--- src/rtl/scnn_act_compressor_if.sv ---
// Output stream of the activation compressor: one non-zero activation and its
// coordinates per transfer.
interface scnn_act_compressor_if #(
  parameter int DATA_W = 16,
  parameter int IDX_W  = 6,
  parameter int RC_W   = 3
);
  // valid/ready: a transfer happens on every rising edge where out_valid and
  // out_ready are both high. Once out_valid rises, out_val/idx/row/col hold
  // steady and out_valid stays high until that transfer (reset excepted).
  // out_ready may change freely and never depends on out_valid.
  logic              out_valid;
  logic              out_ready;
  logic [DATA_W-1:0] out_val;
  logic [IDX_W-1:0]  out_idx;
  logic [RC_W-1:0]   out_row;
  logic [RC_W-1:0]   out_col;

  modport master (
    output out_valid, out_val, out_idx, out_row, out_col,
    input  out_ready
  );

  modport slave (
    input  out_valid, out_val, out_idx, out_row, out_col,
    output out_ready
  );
endinterface

--- src/rtl/scnn_act_compressor.sv ---
// Captures a dense activation plane and streams its non-zero entries, with
// linear index and (row, col), one element examined per cycle.
module scnn_act_compressor #(
  parameter int PARAM_IP_SIZE = 64,
  parameter int PARAM_IP_DIM  = 8,
  parameter int PARAM_DATA_W  = 16
) (
  input  logic                                      clk,
  input  logic                                      rst,
  input  logic                                      start,
  input  logic [PARAM_IP_SIZE-1:0][PARAM_DATA_W-1:0] input_acts,
  input  logic [7:0]                                input_dim,
  output logic                                      busy,
  output logic                                      done,
  output logic [$clog2(PARAM_IP_SIZE+1)-1:0]        nnz_count,
  output logic [1:0]                                state_dbg,
  scnn_act_compressor_if.master                     out_if
);
  localparam int IDX_W = $clog2(PARAM_IP_SIZE);
  localparam int RC_W  = $clog2(PARAM_IP_DIM);
  localparam int CNT_W = $clog2(PARAM_IP_SIZE + 1);
  localparam int DIM_W = $clog2(PARAM_IP_DIM + 1);
  localparam logic [DIM_W-1:0] MAX_DIM = DIM_W'(PARAM_IP_DIM);

  typedef enum logic [1:0] {
    S_IDLE  = 2'd0,
    S_SCAN  = 2'd1,
    S_DRAIN = 2'd2,
    S_DONE  = 2'd3
  } state_t;

  state_t r_state;
  state_t w_next;

  logic [PARAM_IP_SIZE-1:0][PARAM_DATA_W-1:0] r_buf;
  logic [DIM_W-1:0]        r_dim;
  logic [IDX_W-1:0]        r_idx;
  logic [RC_W-1:0]         r_row;
  logic [RC_W-1:0]         r_col;
  logic [CNT_W-1:0]        r_nnz;

  logic                    r_valid;
  logic [PARAM_DATA_W-1:0] r_val;
  logic [IDX_W-1:0]        r_out_idx;
  logic [RC_W-1:0]         r_out_row;
  logic [RC_W-1:0]         r_out_col;

  logic [DIM_W-1:0]        w_start_dim;
  logic [PARAM_DATA_W-1:0] w_elem;
  logic                    w_nz;
  logic                    w_slot_free;
  logic                    w_col_wrap;
  logic                    w_last;
  logic                    w_capture;
  logic                    w_examine;
  logic                    w_drain_clear;

  // Planes wider than the buffer are clamped to the largest supported edge.
  assign w_start_dim = (input_dim > 8'(PARAM_IP_DIM)) ? MAX_DIM : input_dim[DIM_W-1:0];

  assign w_elem      = r_buf[r_idx];
  assign w_nz        = (w_elem != '0);
  assign w_slot_free = !r_valid || out_if.out_ready;
  assign w_col_wrap  = (DIM_W'(r_col) == (r_dim - DIM_W'(1)));
  assign w_last      = w_col_wrap && (DIM_W'(r_row) == (r_dim - DIM_W'(1)));

  always_ff @(posedge clk) begin
    if (rst) begin
      r_state <= S_IDLE;
    end else begin
      r_state <= w_next;
    end
  end

  always_comb begin
    w_next        = r_state;
    w_capture     = 1'b0;
    w_examine     = 1'b0;
    w_drain_clear = 1'b0;
    unique case (r_state)
      S_IDLE: begin
        if (start) begin
          w_capture = 1'b1;
          w_next    = (w_start_dim == '0) ? S_DONE : S_SCAN;
        end
      end
      S_SCAN: begin
        if (w_slot_free) begin
          w_examine = 1'b1;
          if (w_last) begin
            w_next = S_DRAIN;
          end
        end
      end
      S_DRAIN: begin
        if (w_slot_free) begin
          w_drain_clear = 1'b1;
          w_next        = S_DONE;
        end
      end
      S_DONE: begin
        w_next = S_IDLE;
      end
      default: begin
        w_next = S_IDLE;
      end
    endcase
  end

  // The plane store only loads on an accepted start, so it needs no reset.
  always_ff @(posedge clk) begin
    if (w_capture) begin
      r_buf <= input_acts;
    end
  end

  always_ff @(posedge clk) begin
    if (rst) begin
      r_dim     <= '0;
      r_idx     <= '0;
      r_row     <= '0;
      r_col     <= '0;
      r_nnz     <= '0;
      r_valid   <= 1'b0;
      r_val     <= '0;
      r_out_idx <= '0;
      r_out_row <= '0;
      r_out_col <= '0;
    end else begin
      if (w_capture) begin
        r_dim <= w_start_dim;
        r_idx <= '0;
        r_row <= '0;
        r_col <= '0;
        r_nnz <= '0;
      end
      if (w_examine) begin
        if (w_nz) begin
          r_valid   <= 1'b1;
          r_val     <= w_elem;
          r_out_idx <= r_idx;
          r_out_row <= r_row;
          r_out_col <= r_col;
          r_nnz     <= r_nnz + CNT_W'(1);
        end else begin
          r_valid <= 1'b0;
        end
        // Coordinates come from counters kept in step with idx; no divider.
        r_idx <= r_idx + IDX_W'(1);
        if (w_col_wrap) begin
          r_col <= '0;
          r_row <= r_row + RC_W'(1);
        end else begin
          r_col <= r_col + RC_W'(1);
        end
      end
      if (w_drain_clear) begin
        r_valid <= 1'b0;
      end
    end
  end

  assign busy      = (r_state != S_IDLE);
  assign done      = (r_state == S_DONE);
  assign nnz_count = r_nnz;
  assign state_dbg = r_state;

  assign out_if.out_valid = r_valid;
  assign out_if.out_val   = r_val;
  assign out_if.out_idx   = r_out_idx;
  assign out_if.out_row   = r_out_row;
  assign out_if.out_col   = r_out_col;

endmodule

--- src/flat_wrapper.sv ---
// flat-port wrapper written by rule: the top's interface ports become plain ports
module scnn_act_compressor_flat 
#(
  parameter int PARAM_IP_SIZE = 64,
  parameter int PARAM_IP_DIM  = 8,
  parameter int PARAM_DATA_W  = 16
)
  (clk, rst, start, input_acts, input_dim, busy, done, nnz_count, state_dbg, out_if_out_valid, out_if_out_val, out_if_out_idx, out_if_out_row, out_if_out_col, out_if_out_ready);
  scnn_act_compressor_if #(.DATA_W((16)), .IDX_W((6)), .RC_W((3))) out_if_i ();
  input  logic clk;
  input  logic rst;
  input  logic start;
  input  logic [PARAM_IP_SIZE-1:0][PARAM_DATA_W-1:0] input_acts;
  input  logic [7:0] input_dim;
  output logic busy;
  output logic done;
  output logic [$clog2(PARAM_IP_SIZE+1)-1:0] nnz_count;
  output logic [1:0] state_dbg;
  output wire logic [$bits(out_if_i.out_valid)-1:0] out_if_out_valid;
  output wire logic [$bits(out_if_i.out_val)-1:0] out_if_out_val;
  output wire logic [$bits(out_if_i.out_idx)-1:0] out_if_out_idx;
  output wire logic [$bits(out_if_i.out_row)-1:0] out_if_out_row;
  output wire logic [$bits(out_if_i.out_col)-1:0] out_if_out_col;
  input wire logic [$bits(out_if_i.out_ready)-1:0] out_if_out_ready;
  assign out_if_out_valid = out_if_i.out_valid;
  assign out_if_out_val = out_if_i.out_val;
  assign out_if_out_idx = out_if_i.out_idx;
  assign out_if_out_row = out_if_i.out_row;
  assign out_if_out_col = out_if_i.out_col;
  assign out_if_i.out_ready = out_if_out_ready;
  scnn_act_compressor #(.PARAM_IP_SIZE(PARAM_IP_SIZE), .PARAM_IP_DIM(PARAM_IP_DIM), .PARAM_DATA_W(PARAM_DATA_W)) u_core (.clk(clk), .rst(rst), .start(start), .input_acts(input_acts), .input_dim(input_dim), .busy(busy), .done(done), .nnz_count(nnz_count), .state_dbg(state_dbg), .out_if(out_if_i));
endmodule
--- config.mk ---
export PLATFORM = sky130hd
export DESIGN_NAME = scnn_act_compressor_flat
export DESIGN_NICKNAME = d
export VERILOG_FILES = /design/src/rtl/scnn_act_compressor_if.sv /design/src/rtl/scnn_act_compressor.sv /design/src/flat_wrapper.sv
export SDC_FILE = /design/constraint.sdc
export NUM_CORES = 1
export LEC_CHECK = 0
export BUFFER_PORTS_ARGS = -buffer_cell sky130_fd_sc_hd__buf_2
export CELL_PAD_IN_SITES_DETAIL_PLACEMENT = 1
export CELL_PAD_IN_SITES_GLOBAL_PLACEMENT = 1
export CORE_AREA = 2 2 424 426
export CTS_CLUSTER_SIZE = 14
export DETAILED_ROUTE_END_ITERATION = 10
export DIE_AREA = 0 0 426 428
export HOLD_SLACK_MARGIN = 0.02
export PLACE_DENSITY_LB_ADDON = 0.1
export SYNTH_ARGS = -nofsm -noshare
export SYNTH_HDL_FRONTEND = slang
export SYNTH_SLANG_ARGS = --single-unit
--- constraint.sdc ---
create_clock -name clk -period 40.5 [get_ports clk]
set_input_delay 8.1 -clock clk [delete_from_list [all_inputs] [get_ports clk]]
set_output_delay 8.1 -clock clk [all_outputs]
set_load 0.05 [all_outputs]
==> metrics.txt, run 1 <==
highest routed layer met5; drt first pass iters 5; Max Slew Vio Count 0; number of max-cap violations 0; routed wire length 183 mm; Metal-1 WL 69.4 mm; hold buffers post-CTS 0; Post-synth EDFFs just over 1k; CP Launch Type primary input; Cells after Synth ~2.0k; hold wc startpoint u_core.out_if.out_val[1]; Via Count 25.3k; H-tree levels 4; Yosys reg bits between 1k and 1.5k; worst-margin pin slew roughly 1.3 ns; fillers between 15k and 20k; Worst Path Required 40.89 ns; post-DP HPWL 141 mm; post-layout net count roughly 4.2k; sequential-to-total area share from yosys stat roughly three quarters; power density over the cells about 64 nW/µm²; Clock Latency Late Sink roughly 0.77 ns; worst reg2reg endpoint u_core.out_if.out_val[13]; CTS Root Cell clkbuf_16; number of global-route vias before repair 27.6k; Layout area overhead 29.8%; Clock Sink Count 1,078; CTS tree built; Via density between 4 and 5; final worst setup slack between 20 and 30 ns; max_slew headroom approximately 16%; DR WL met3 around 11 mm; Routability Congestion approximately 0.81; met2 wire length 96.2 mm; Final min period ~13 ns; Die Wd 426 µm; Final Hold Viols 0; share of post-route cells with drive strength above 1 48.6%; TritonCTS Buffers about 140; pin count of the biggest net entering global routing approximately 190; footprint of the multi-input gates 9150 µm²; Worst Setup Path Type in2reg; Synth Flop Type edfxtp_1; RSZ-0062 raised after global routing false; CP Capture Type register; CTS clk-pin slew, worst paths roughly 0.060 ns; Overall Power approximately 3.5 mW; crit path DAT between 10 and 15 ns; final period utilization between 30% and 40%; core area between 150,000 and 200,000 µm²; clock buffer depth 3; register area between 30,000 and 40,000 µm²; syn nets slightly above 3k; Total Die Area roughly 180,000 µm²; total track usage approximately a fifth; Core Util, Final 30.4%; Worst Setup SP start; Critical path destination u_core.r_buf[977]; Port Buffers approximately 1.1k; Setup Fix Bufs, Post-CTS 0; Remaining DRCs 0; height of the die around 430 µm; CP max FO around 190; mapped cell area roughly 42,000 µm²; YS warnings 0; reg2reg setup slack around 33 ns; Reg2Reg Depth 14; drt wl/cell 32.5 µm; leak pwr 19.3 nW; initial antenna violation count roughly 240; Initial DRC Count 1,823; grt ovf 0; Avg Inst Size Synth between 20 and 25 µm²; Std-Cell Rows 155; achievable frequency ~0.075 GHz; Crit Reg-Reg Startpoint u_core.r_idx[0]; Starting Density between 20% and 30%; setup violators final 0; wire length of the first global-routing pass ~240 mm; status completed; Post-Route Setup TNS 0 ns; pre-CTS setup slack roughly 26 ns; Final Skew around 0.026 ns; Unique masters post-synth 62; Post-synth ARST share 0%; post_cts resized 0; hold crit path type reg2reg; number of routed nets with antenna violations 0; VDD IR max around 0.034 mV; io pins around 1.1k
## synth_stat cells, types with 6 or more instances
cell type	number	area (µm²)
edfxtp_1	1024	30700
mux4_2	241	5430
mux2i_1	97	971
nor2_1	73	274
dfxtp_1	54	1080
nand2_1	53	199
a21oi_1	47	235
buf_2	38	190
nand3_1	32	160
clkbuf_1	30	113
a22oi_1	22	165
o21ai_0	21	105
buf_4	19	143
o22ai_1	18	113
nor2b_1	16	100
a211oi_1	15	113
mux2_2	15	169
nor3_1	14	70.1
a221oi_1	10	87.6
a31oi_1	10	62.6
buf_6	10	113
ha_1	10	125
inv_1	9	33.8
nand2b_1	9	56.3
o221ai_1	9	78.8
and2_1	8	50.1
xnor2_1	7	61.3
nand3b_1	6	45.0
## layout make-up
type | count | share of cell area [%]
clock buffers | 176 | 6.85
well taps | 2355 | 5.46
diodes | 46 | 0.213
multi-input cells | 792 | 16.9
clock inverters | 52 | 0.741
repair buffers | 1122 | 10.7
flip-flops and latches | 1078 | 59.0
inverters | 12 | 0.0973
## registers in the layout, indices dropped and copies added (netlist names)
signal                   cells
u_core.r_buf              1024
u_core.out_if.out_val       16
u_core.nnz_count             7
u_core.out_if.out_idx        6
u_core.r_idx                 6
u_core.r_dim                 4
u_core.out_if.out_col        3
u_core.out_if.out_row        3
u_core.r_col                 3
u_core.r_row                 3
u_core.state_dbg             2
u_core.out_if.out_valid      1
## where the power goes
group / total (mW) / internal (mW) / switching (mW)
combinational: 0.703 / 0.267 / 0.436
clock: 1.14 / 0.665 / 0.476
sequential: 1.63 / 1.54 / 0.0849
total: 3.47 / 2.48 / 0.996
## per-layer routing
metal,GRT usage (%),up-vias
li1,-,10700
met1,22.5,12900
met2,35.7,1050
met3,5.43,534
met4,5.22,116
met5,0,-
## stage by stage
step                      cell area (µm²)  hold WS, ns  cells
final                               54000        0.495   5633
after global routing                54000        0.534   5610
after CTS                           53900        0.500   5587
after detailed placement            49800        0.488   5359
after global placement              49800        0.471   5359
after floorplan                     41600        0.445   1984
## cells by family (layout without fill, tap and decap cells)
kind of cell / Yosys count / count (layout) / share of synthesized area, %
other cells: 0 / 46 / 0
flops: 1078 / 1078 / 76.5
xor+xnor: 9 / 9 / 0.190
fa+ha+maj: 10 / 10 / 0.301
mux: 353 / 353 / 15.8
simple gates: 230 / 230 / 2.61
compound gates: 190 / 190 / 3.07
buf+inv: 114 / 1362 / 1.52
## placed cells by master (no fill, tap or decap), types with 5 or more instances in the layout
cell type and count:
buf_2 1075, edfxtp_1 1024, mux4_2 241, clkbuf_16 141
mux2i_1 97, nor2_1 73, nand2_1 53, dfxtp_1 48
a21oi_1 47, diode_2 46, buf_4 42, nand3_1 32
clkbuf_1 31, clkinv_1 25, a22oi_1 22, o21ai_0 21
o22ai_1 18, a211oi_1 15, mux2_2 15, nor3_1 14
nor2b_1 13, clkinv_2 11, a31oi_1 10, a221oi_1 10
ha_1 10, nand2b_1 9, o221ai_1 9, and2_1 8
inv_1 7, xnor2_1 7, nand3b_1 6, inv_6 5
buf_12 5, dfxtp_4 5
## worst min path at each step
stage	to	slack (ns)	cells after the start
6_report	u_core.out_if.out_val[1]	0.49	2
5_1_grt	u_core.r_dim[1]	0.53	2
4_1_cts	u_core.r_dim[1]	0.50	2
3_5_place_dp	u_core.out_if.out_val[1]	0.49	2
3_3_place_gp	u_core.r_dim[1]	0.47	2
2_1_floorplan	u_core.r_dim[1]	0.45	2
## worst max-delay path: stages
cell     delay, ns
buf_2         0.10
nand2_1       0.27
inv_8         0.57
buf_4         0.80
buf_4         0.80
buf_12        0.69
buf_4         0.93
buf_4         0.85
Note: power is estimated with default switching activity, not from simulation.
==> inputs of run 2 (changes only) <==
clock period = 12.7 ns   (was 40.5 ns; I/O delays follow)
==> run 2 against run 1 <==
  * Die area stayed put
  * Worst setup slack worse by 21 ns
  * Sequential share of layout area is 0.21 points lower
  * Register-to-register slack worse by 27 ns
  * First-iteration DRC count is 2.1% lower
  * Cell area is 0.35% higher
  * Clock power grew to 3.4 times the previous value
  * Non-clock buffer count is 10 lower
  * Hold slack worse by 0.0011 ns
==> metrics.txt, run 2 (synthesis gave the netlist of run 1 again) <==
Final Hold Viols 0; CP Capture Type register; Layout area overhead 30.3%; Routability Congestion 0.833; routed wire length around 190 mm; Via density about 4.5; core area around 180,000 µm²; TritonCTS Buffers between 100 and 150; VDD IR max approximately 0.11 mV; Std-Cell Rows between 150 and 200; Hold WS 0.494 ns; grt ovf 0; Final Skew a little under 0.03 ns; Clock Latency Late Sink slightly below 0.8 ns; setup violators final 0; number of global-route vias before repair 27.6k; crit path DAT between 6 and 7 ns; leading cell type in the layout, fill and taps excluded buf_2; wire length of the first global-routing pass between 200 and 300 mm; max_slew headroom 20.7%; Remaining DRCs 0; CTS clk-pin slew, worst paths about 0.060 ns; most frequent cells in the layout 1,075 x buf_2, 1,024 x edfxtp_1, 241 x mux4_2; Worst Path Required about 13 ns; Worst Setup Path Type reg2reg; drt wl/cell about 34 µm; total track usage approximately a fifth; Port Buffers roughly 1.1k; post-DP HPWL ~150 mm; drt first pass iters 4; pin count of the biggest net entering global routing 183; post-layout net count roughly 4.2k; final period utilization 49.5%; CP max FO 40; number of max-cap violations 0; CP Launch Type register; Post-Route Setup TNS 0 ns; height of the die approximately 430 µm; io pins 1,076; achievable frequency between 0.15 and 0.2 GHz; Final min period 6.29 ns; Core Util, Final a little under a third; power density over the cells 211 nW/µm²; worst-margin pin slew approximately 1.2 ns; CTS tree built; Die Wd approximately 430 µm; post_cts resized 0; hold buffers post-CTS 0; Clock Sink Count 1,078; Max Slew Vio Count 0; status completed; RSZ-0062 raised after global routing false; hold crit path type reg2reg; max FFs per register a little over 1k; number of routed nets with antenna violations 0; clock buffer depth 3; CTS Root Cell clkbuf_16; Top reg by flops u_core.r_buf; H-tree levels 4; Via Count 25.5k; Setup Fix Bufs, Post-CTS 0; Total Die Area about 180,000 µm²; leak pwr 19.4 nW; Starting Density 23.4%; Initial DRC Count roughly 1.8k; share of post-route cells with drive strength above 1 about half; initial antenna violation count 235
run 2: cell types whose count changed in the layout (fill, tap and decap cells not counted), moves of 3 or more:
cell | previous run | this run
diode_2 | 46 | 29
buf_4 | 42 | 31
bufinv_16 | 4 | 13
clkbuf_1 | 31 | 35
clkbuf_8 | 4 | 1
inv_6 | 5 | 8
run 2: worst max-delay path: stages (launching register included):
cell,delay [ns]
dfxtp_4,0.84
buf_4,0.68
buf_4,0.71
mux4_2,0.60
mux2i_1,0.14
a21oi_1,0.16
o211ai_1,0.21
a31oi_1,0.07
a21oi_1,0.78
nand4b_1,0.38
o21ai_4,0.61
buf_4,0.50
mux2i_1,0.25
nor2_1,0.06
run 2: area by class of cell:
| type | count | area [µm²] |
|---|---|---|
| inverters | 12 | 71.3 |
| repair buffers | 1112 | 5720 |
| well taps | 2355 | 2950 |
| clock inverters | 68 | 712 |
| fillers | 18600 | 123000 |
| flip-flops and latches | 1078 | 31900 |
| clock buffers | 177 | 3670 |
| multi-input cells | 792 | 9150 |
| diodes | 29 | 72.6 |
run 2: final timing paths:
path / startpoint / to / slack (ns) / cells past startpoint
max: u_core.r_idx[1] / u_core.out_if.out_col[0] / 6.41 / 13
min: u_core.out_if.out_valid / u_core.out_if.out_valid / 0.49 / 2
max reg2reg: u_core.r_idx[1] / u_core.out_if.out_col[0] / 6.41 / 13
min reg2reg: u_core.out_if.out_valid / u_core.out_if.out_valid / 0.49 / 2
run 2: power breakdown:
group | internal, mW | total (mW) | switching [mW] | leakage [nW]
Combinational | 0.855 | 2.29 | 1.43 | 7.17
Clock | 2.31 | 3.88 | 1.57 | 2.13
Sequential | 4.93 | 5.25 | 0.326 | 10.1
Total | 8.09 | 11.4 | 3.33 | 19.4
run 2: metal layers:
| metal | wire length, µm | up-vias | global-route usage (%) | part of all wire [%] |
|---|---|---|---|---|
| li1 | - | 10600 | - | - |
| met1 | 73200 | 13200 | 23.8 | 38 |
| met2 | 101000 | 1130 | 37.6 | 53 |
| met3 | 12000 | 539 | 5.72 | 6.3 |
| met4 | 4700 | 86 | 4.52 | 2.5 |
| met5 | 529 | - | 0 | 0.28 |
run 2: stage by stage:
step	std cells	power (mW)	setup slack [ns]	area (µm²)
2_1_floorplan	1984	6.75	3.01	41600
3_3_place_gp	5348	7.63	6.25	49700
3_5_place_dp	5348	7.69	6.07	49700
4_1_cts	5593	11.6	6.32	54100
5_1_grt	5613	11.9	6.02	54200
6_report	5623	11.4	6.41	54200
